File: config.mk
export PLATFORM = sky130hd
export DESIGN_NAME = mips_alu_arbiter
export DESIGN_NICKNAME = d
export VERILOG_FILES = /design/src/rtl/mips_alu_arbiter.sv
export SDC_FILE = /design/constraint.sdc
export NUM_CORES = 1
export LEC_CHECK = 0
export ABC_AREA = 0
export CELL_PAD_IN_SITES_DETAIL_PLACEMENT = 0
export CELL_PAD_IN_SITES_GLOBAL_PLACEMENT = 1
export CORE_ASPECT_RATIO = 0.7
export CORE_MARGIN = 10
export CORE_UTILIZATION = 27
export DETAILED_ROUTE_END_ITERATION = 8
export HOLD_SLACK_MARGIN = 0.12
export PLACE_DENSITY_LB_ADDON = 0.1
export SYNTH_ARGS = -nofsm -noshare
export SYNTH_HDL_FRONTEND = slang
export SYNTH_SLANG_ARGS = --single-unit
File: constraint.sdc
create_clock -name clk -period 2.3 [get_ports clk]
set_clock_uncertainty 0.2 [all_clocks]
set_input_delay 0.46 -clock clk [delete_from_list [all_inputs] [get_ports clk]]
set_output_delay 0.46 -clock clk [all_outputs]
set_load 0.1 [all_outputs]
File: src/rtl/mips_alu_arbiter.sv
// Round-robin arbiter sharing one ALU (control decoder + datapath) between two requesters.
// One operation in flight; result returned to the winner after a fixed ALU latency.
module mips_alu_arbiter #(
  parameter int WIDTH   = 32,
  parameter int LATENCY = 1
) (
  input  logic             clk,
  input  logic             rst_n,
  input  logic [1:0]       req_valid,
  input  logic [2:0]       req_alu_op0,
  input  logic [2:0]       req_alu_op1,
  input  logic [2:0]       req_func0,
  input  logic [2:0]       req_func1,
  input  logic [WIDTH-1:0] req_a0,
  input  logic [WIDTH-1:0] req_b0,
  input  logic [WIDTH-1:0] req_a1,
  input  logic [WIDTH-1:0] req_b1,
  output logic [1:0]       req_ready,
  output logic [1:0]       resp_valid,
  output logic [WIDTH-1:0] resp_result,
  output logic             resp_zero,
  output logic [2:0]       alu_op_o,
  output logic [2:0]       func_o,
  output logic [WIDTH-1:0] alu_a_o,
  output logic [WIDTH-1:0] alu_b_o,
  input  logic [WIDTH-1:0] alu_result_i,
  input  logic             alu_zero_i,
  output logic             busy
);
  localparam int CW = (LATENCY > 1) ? $clog2(LATENCY) : 1;

  typedef enum logic [1:0] {IDLE, ISSUE, WAIT, RESP} state_t;

  state_t                     state;
  logic                       owner;
  logic                       last_grant;
  logic [CW-1:0]              cnt;
  logic                       win;
  logic [1:0][2:0]            op_v, fn_v;
  logic [1:0][WIDTH-1:0]      a_v, b_v;

  assign op_v = {req_alu_op1, req_alu_op0};
  assign fn_v = {req_func1, req_func0};
  assign a_v  = {req_a1, req_a0};
  assign b_v  = {req_b1, req_b0};

  // A lone requester always wins; a tie goes to whoever was not served last.
  always_comb begin
    win = ~last_grant;
    if (req_valid == 2'b01)      win = 1'b0;
    else if (req_valid == 2'b10) win = 1'b1;
  end

  always_ff @(posedge clk or negedge rst_n) begin
    if (!rst_n) begin
      state       <= IDLE;
      owner       <= 1'b0;
      last_grant  <= 1'b1;
      cnt         <= '0;
      req_ready   <= 2'b00;
      resp_valid  <= 2'b00;
      resp_result <= '0;
      resp_zero   <= 1'b0;
      alu_op_o    <= 3'b000;
      func_o      <= 3'b000;
      alu_a_o     <= '0;
      alu_b_o     <= '0;
      busy        <= 1'b0;
    end else begin
      case (state)
        IDLE: if (|req_valid) begin
          owner      <= win;
          last_grant <= win;
          alu_op_o   <= op_v[win];
          func_o     <= fn_v[win];
          alu_a_o    <= a_v[win];
          alu_b_o    <= b_v[win];
          req_ready  <= win ? 2'b10 : 2'b01;
          busy       <= 1'b1;
          state      <= ISSUE;
        end
        ISSUE: begin
          req_ready <= 2'b00;
          cnt       <= CW'(LATENCY - 1);
          state     <= WAIT;
        end
        WAIT: if (cnt == '0) begin
          resp_result <= alu_result_i;
          resp_zero   <= alu_zero_i;
          resp_valid  <= owner ? 2'b10 : 2'b01;
          state       <= RESP;
        end else begin
          cnt <= cnt - 1'b1;
        end
        RESP: begin
          resp_valid <= 2'b00;
          busy       <= 1'b0;
          state      <= IDLE;
        end
        default: state <= IDLE;
      endcase
    end
  end
endmodule

==> results.md, run 1 <==
- Crit Path Class: reg2reg
- Reg-to-Reg End: resp_result[7]
- Worst skew pair latency: 350 ps
- TritonCTS Buffers: 9
- Die Wd: 180 um
- Hold/Removal Path Class: reg2reg
- Gate count after technology mapping: between 400 and 500
- CP Launch Type: register
- MaxCap Viol Count: 0
- Initial core utilization: 27.9%
- Setup violation total in the final timing report: 0
- I/O pins: 285
- GRT Total Usage: 14.9%
- Number of synthesized flops with an enable pin: 0
- Dpl cells: 1001
- Minimum clock period: around 2000 ps
- Vias: 4639
- Non-Filler Instances: 1020
- Pins Over Slew Limit: 0
- Gp weighted congestion: 0.790
- Worst path bufs/invs: 2
- WHS Path Cells: 1
- First-pass GRT wire length: 28700 um
- Worst-path fanout max: 28
- DR DRC count: 0
- Largest net degree at the start of global routing: 51
- Slew HR: 68.3%
- Yosys top cell area share: ~57%
- Row cnt: 40
- Crit-path leading delay family: adder cells
- Die ar.: 23800 sq um
- Fillers: 1676
- Post-synth top area cell: dfrtp_1
- Layout cell share with drive strength beyond 1: 23.6%
- Most numerous cell in the Yosys netlist: nand2_1
- Largest cells by area after synthesis: dfrtp_1 (57%), nand2_1 (11%), a31oi_1 (9.1%), mux2_2 (7.9%), nor2_1 (5.8%)
- FFs w/ async S/R, synth: 100%
- Fmax: 512 MHz
- Critical Path AT: 1980 ps
- Endpoint, Worst Hold: resp_result[16]
- Hold Vio Cnt, Final: 0
- R2r setup slk: 350 ps
- Cells along the critical path: inv_1, ha_1, buf_12, mux2_2
- FF-to-FF path depth: 4
- Syn Area/Cell: 9.75 sq um
- CTS clk-pin slew, worst paths: 70 ps
- HP Start: resp_result[16]
- IO buf count: ~280
- Area of the multi-input gates: 1860 sq um
- Cell variety after synth: 23
- Syn-to-layout area delta: 68.5%
- Starting DRC count in detailed routing: 204
- Fin nets: 964
- Vias in the first global route: 4953
- Worst-case clock buffer depth: 2
- Post-CTS repair timing setup buffer count: 0
- Core ar.: 17400 sq um
- Status: finished, final reports clean
- Ys flop type: dfrtp_1
- Area taken by flip-flops and latches: 2800 sq um
- Reg2reg start: state[0]
- Post-DP HPWL: 14000 um
- Seq/Total Area, Yosys: 57.8%
- Slowest stage delay, CP: 470 ps
- Crit path capture type: register
- CTS tree: yes
- Overflow after GRT: 0
- Final cycle utilization of the critical path: between 80 and 90%
- Seq cells post-synth: 112
- Least-Margin Pin Slew: 476 ps
- Via density: ~4.5
- Worst EP required: 2330 ps
- Sink Count: 112
- Initial antenna violation count: 1
- DRT antenna net count: 0
- RSZ-0062 raised after global routing: false
- Post_cts resized: 0
- Post-Syn Nets: 680
- Most frequent cells after synthesis: nand2_1 (143), dfrtp_1 (111), nor2_1 (75)
- Total wire length: 18100 um
- First-pass DRT Iterations: 4
- Yosys warns: 0
- Root Buffer Master: clkbuf_16
- Cell area after synthesis: just under 5000 sq um
- Worst path slowest cell: ha_1
- Die Ht: roughly 130 um
- H-tree levels: 3
- Drt wl/cell: ~18 um
## worst reg2reg max path: cells and delay by family (launching register included)
kind | cells | cell delay (ps)
adder cells (fa/ha/maj) | 1 | 470
buffers and inverters | 2 | 390
flip-flops | 1 | 400
multiplexers | 1 | 380
## cell families after synthesis
kind of cell | after synthesis | synth area share, %
AND/OR/NAND/NOR | 223 | 17.5
adder cells (fa/ha/maj) | 5 | 1.29
AO/OA/AOI/OAI | 81 | 10.7
multiplexers | 37 | 8.51
flip-flops | 112 | 57.8
buffers and inverters | 40 | 4.28
## placed cells by master (no fill, tap or decap), drive strengths merged
cell / count
nand2b: 1
inv: 5
mux2i: 3
diode: 2
dfrtp: 111
mux2: 34
dfstp: 1
dlygate4sd3: 1
nor2b: 2
a32o: 2
a22o: 2
nor3: 1
a21o: 1
o22ai: 1
and2: 1
clkbuf: 12
ha: 5
clkinv: 3
clkdlybuf4s50: 175
nand2: 143
buf: 133
a31oi: 71
a21oi: 4
nor2: 75
## registers in the layout, indices dropped and copies added, names as in the netlist, 2 cells and up
| signal | count |
|---|---|
| alu_op_o | 3 |
| alu_b_o | 32 |
| alu_a_o | 32 |
| resp_result | 32 |
| func_o | 3 |
| req_ready | 2 |
| resp_valid | 2 |
| state | 2 |
## routing by layer
layer | up-vias | track usage [%] | share of wire [%]
li1 | 2243 | - | -
met1 | 2213 | 17.0 | 41
met2 | 164 | 25.3 | 49
met3 | 19 | 5.81 | 8.5
met4 | 0 | 4.45 | 1.5
met5 | - | 0 | 0
## worst max-delay path by stage
stage | to | startpoint | cells past startpoint
floorplan | alu_a_o[10] | state[0] | 9
global placement | alu_a_o[6] | req_valid[0] | 6
detailed placement | alu_b_o[4] | req_valid[0] | 6
CTS | resp_result[7] | state[0] | 4
global route | resp_result[20] | state[0] | 4
finish | resp_result[7] | state[0] | 4
## metrics by stage
step / worst slack, ps / cell area, sq um / setup TNS (ps) / hold slack, ps / utilization, %
floorplan: 463 / 4850 / 0 / -35.6 / -
finish: 349 / 8180 / 0 / 312 / 47.0
global placement: 20.5 / 7880 / 0 / 177 / 45.2
detailed placement: -22.4 / 7880 / -38.9 / 176 / 45.2
global route: 236 / 8180 / 0 / 326 / 46.9
CTS: 323 / 8170 / 0 / 315 / 46.9
## repair_timing
item | in CTS | in global routing
endpoints found under the setup margin | 0 | 0
hold buffers | 1 | 0
endpoints found under the hold margin | 49 | 0
## area by class of cell
cell class / count / area share, %
multi-input combinational: 346 / 22.7
antenna: 2 / 0.0612
clock buffer: 12 / 3.14
inverter: 4 / 0.184
clock inverter: 4 / 0.337
tap: 231 / 3.53
sequential: 112 / 34.3
timing repair buffer: 309 / 35.7
Power of run 1 is not shown: default switching activity piles up to over one toggle a cycle in this logic, so the estimate is an artifact.
==> run 2: changes to the inputs <==
--- a/config.mk
+++ b/config.mk
@@ -10,7 +10,7 @@
 export CELL_PAD_IN_SITES_GLOBAL_PLACEMENT = 1
 export CORE_ASPECT_RATIO = 0.7
 export CORE_MARGIN = 10
-export CORE_UTILIZATION = 27
+export CORE_UTILIZATION = 24
 export DETAILED_ROUTE_END_ITERATION = 8
 export HOLD_SLACK_MARGIN = 0.12
 export PLACE_DENSITY_LB_ADDON = 0.1
==> constraint.sdc (replaced) <==
create_clock -name clk -period 1.75 [get_ports clk]
set_clock_uncertainty 0.2 [all_clocks]
set_input_delay 0.35 -clock clk [delete_from_list [all_inputs] [get_ports clk]]
set_output_delay 0.35 -clock clk [all_outputs]
set_load 0.1 [all_outputs]
==> results.md, run 2 (synthesis results as in run 1) <==
- Drt wl/cell: ~19 um
- Total wire length: 20300 um
- Critical path's most frequent cell: inv_1
- Fmax: 597 MHz
- Sink Count: 112
- Worst EP required: 1790 ps
- CP Launch Type: register
- Least-Margin Pin Slew: approximately 340 ps
- Initial core utilization: 24.5%
- Via density: 4.41
- Vias in the first global route: 4771
- Fillers: 1768
- Die ar.: 26400 sq um
- Setup violation total in the final timing report: 0
- Core Util, Final: 49.4%
- Syn-to-layout area delta: 102%
- Hold/Removal Path Class: in2async
- Hold slack: 175 ps
- Worst-path fanout max: 3
- Post-DP HPWL: 15300 um
- TritonCTS Buffers: 9
- DR DRC count: 0
- Root Buffer Master: clkbuf_16
- Row cnt: 43
- Status: finished, final reports clean
- CTS tree: yes
- Crit-path leading delay family: flip-flops
- Crit path capture type: register
- Area of the multi-input gates: between 1500 and 2000 sq um
- Overflow after GRT: 0
- First-pass GRT wire length: 29900 um
- Worst-case clock buffer depth: 2
- Slowest stage delay, CP: 390 ps
- Starting DRC count in detailed routing: between 200 and 250
- Gp weighted congestion: about 0.8
- CTS clk-pin slew, worst paths: 80 ps
- First-pass DRT Iterations: 5
- Worst path slowest cell: dfrtp_1
- Slew HR: 77.0%
- Vias: 4723
- Minimum clock period: 1670 ps
- Final cycle utilization of the critical path: 95.7%
- Commonest cells after routing, fill and taps aside: clkdlybuf4s50_1 (173), nand2_1 (143), buf_12 (121)
- Hold Vio Cnt, Final: 0
- DRT antenna net count: 0
- Biggest regs: alu_a_o: 32 flops, alu_b_o: 32 flops, resp_result: 32 flops
- IO buf count: 284
- GRT Total Usage: about 15%
- H-tree levels: 3
- MaxCap Viol Count: 0
- Non-Filler Instances: ~1100
- Core ar.: between 15000 and 20000 sq um
- Largest net degree at the start of global routing: 53
- Dpl cells: 1043
- Layout cell share with drive strength beyond 1: 25.4%
- Initial antenna violation count: 2
- Pins Over Slew Limit: 0
- Die Wd: 190 um
- Crit Path Class: reg2reg
- Most common cell after layout, fill and taps aside: clkdlybuf4s50_1
- Cells along the critical path: inv_1, buf_4, ha_1, inv_1, mux2i_1, o22ai_1, a22o_1
- Area taken by flip-flops and latches: 2800 sq um
- Critical Path AT: roughly 1700 ps
- Worst path bufs/invs: 3
- Die Ht: 139 um
- Fin nets: about 980
- I/O pins: 285
- Worst skew pair latency: 350 ps
run 2: what timing repair did:
| action | CTS | global route |
|---|---|---|
| gates resized for setup | 2 | 10 |
| hold endpoints to repair | 111 | 0 |
| cloned | 1 | 3 |
| buffers inserted | 3 | 4 |
| hold buffers | 1 | 0 |
| pin swaps | 0 | 3 |
| endpoints found under the setup margin | 1 | 73 |
run 2: final timing paths:
kind	start	endpoint	slack (ps)	cells after the start
hold / removal	rst_n	resp_result[25]	170	2
min in group clk	req_valid[0]	last_grant	180	3
max in group asynchronous	rst_n	last_grant	600	3
setup reg to reg	state[1]	req_ready[0]	80	7
hold reg to reg	owner	owner	360	1
setup / recovery	state[1]	req_ready[0]	80	7
run 2: cell type report:
cell class | count | area share [%]
diodes | 2 | 0.0511
inverters | 4 | 0.153
flip-flops and latches | 112 | 28.6
repair buffers | 323 | 45.6
well taps | 270 | 3.45
multi-input cells | 346 | 19.2
clock inverters | 6 | 0.702
clock buffers | 9 | 2.30
run 2: per-layer routing:
layer | track usage (%) | part of all wire, % | vias to the layer above
met4 | 3.25 | 0.67 | 4
li1 | - | - | 2267
met5 | 0 | 0.15 | -
met1 | 17.8 | 44 | 2239
met3 | 8.24 | 12 | 15
met2 | 21.8 | 44 | 198
run 2: stage by stage:
step / cell area, sq um / worst slack [ps] / TNS, ps
after floorplan: 4870 / -16.1 / -1010
after global placement: 9290 / -328 / -21520
after detailed placement: 9290 / -388 / -25770
after CTS: 9650 / 8.04 / 0
after global routing: 9800 / -19.1 / -76.8
final: 9800 / 75.5 / 0
Power of run 2 is left out for the same reason.
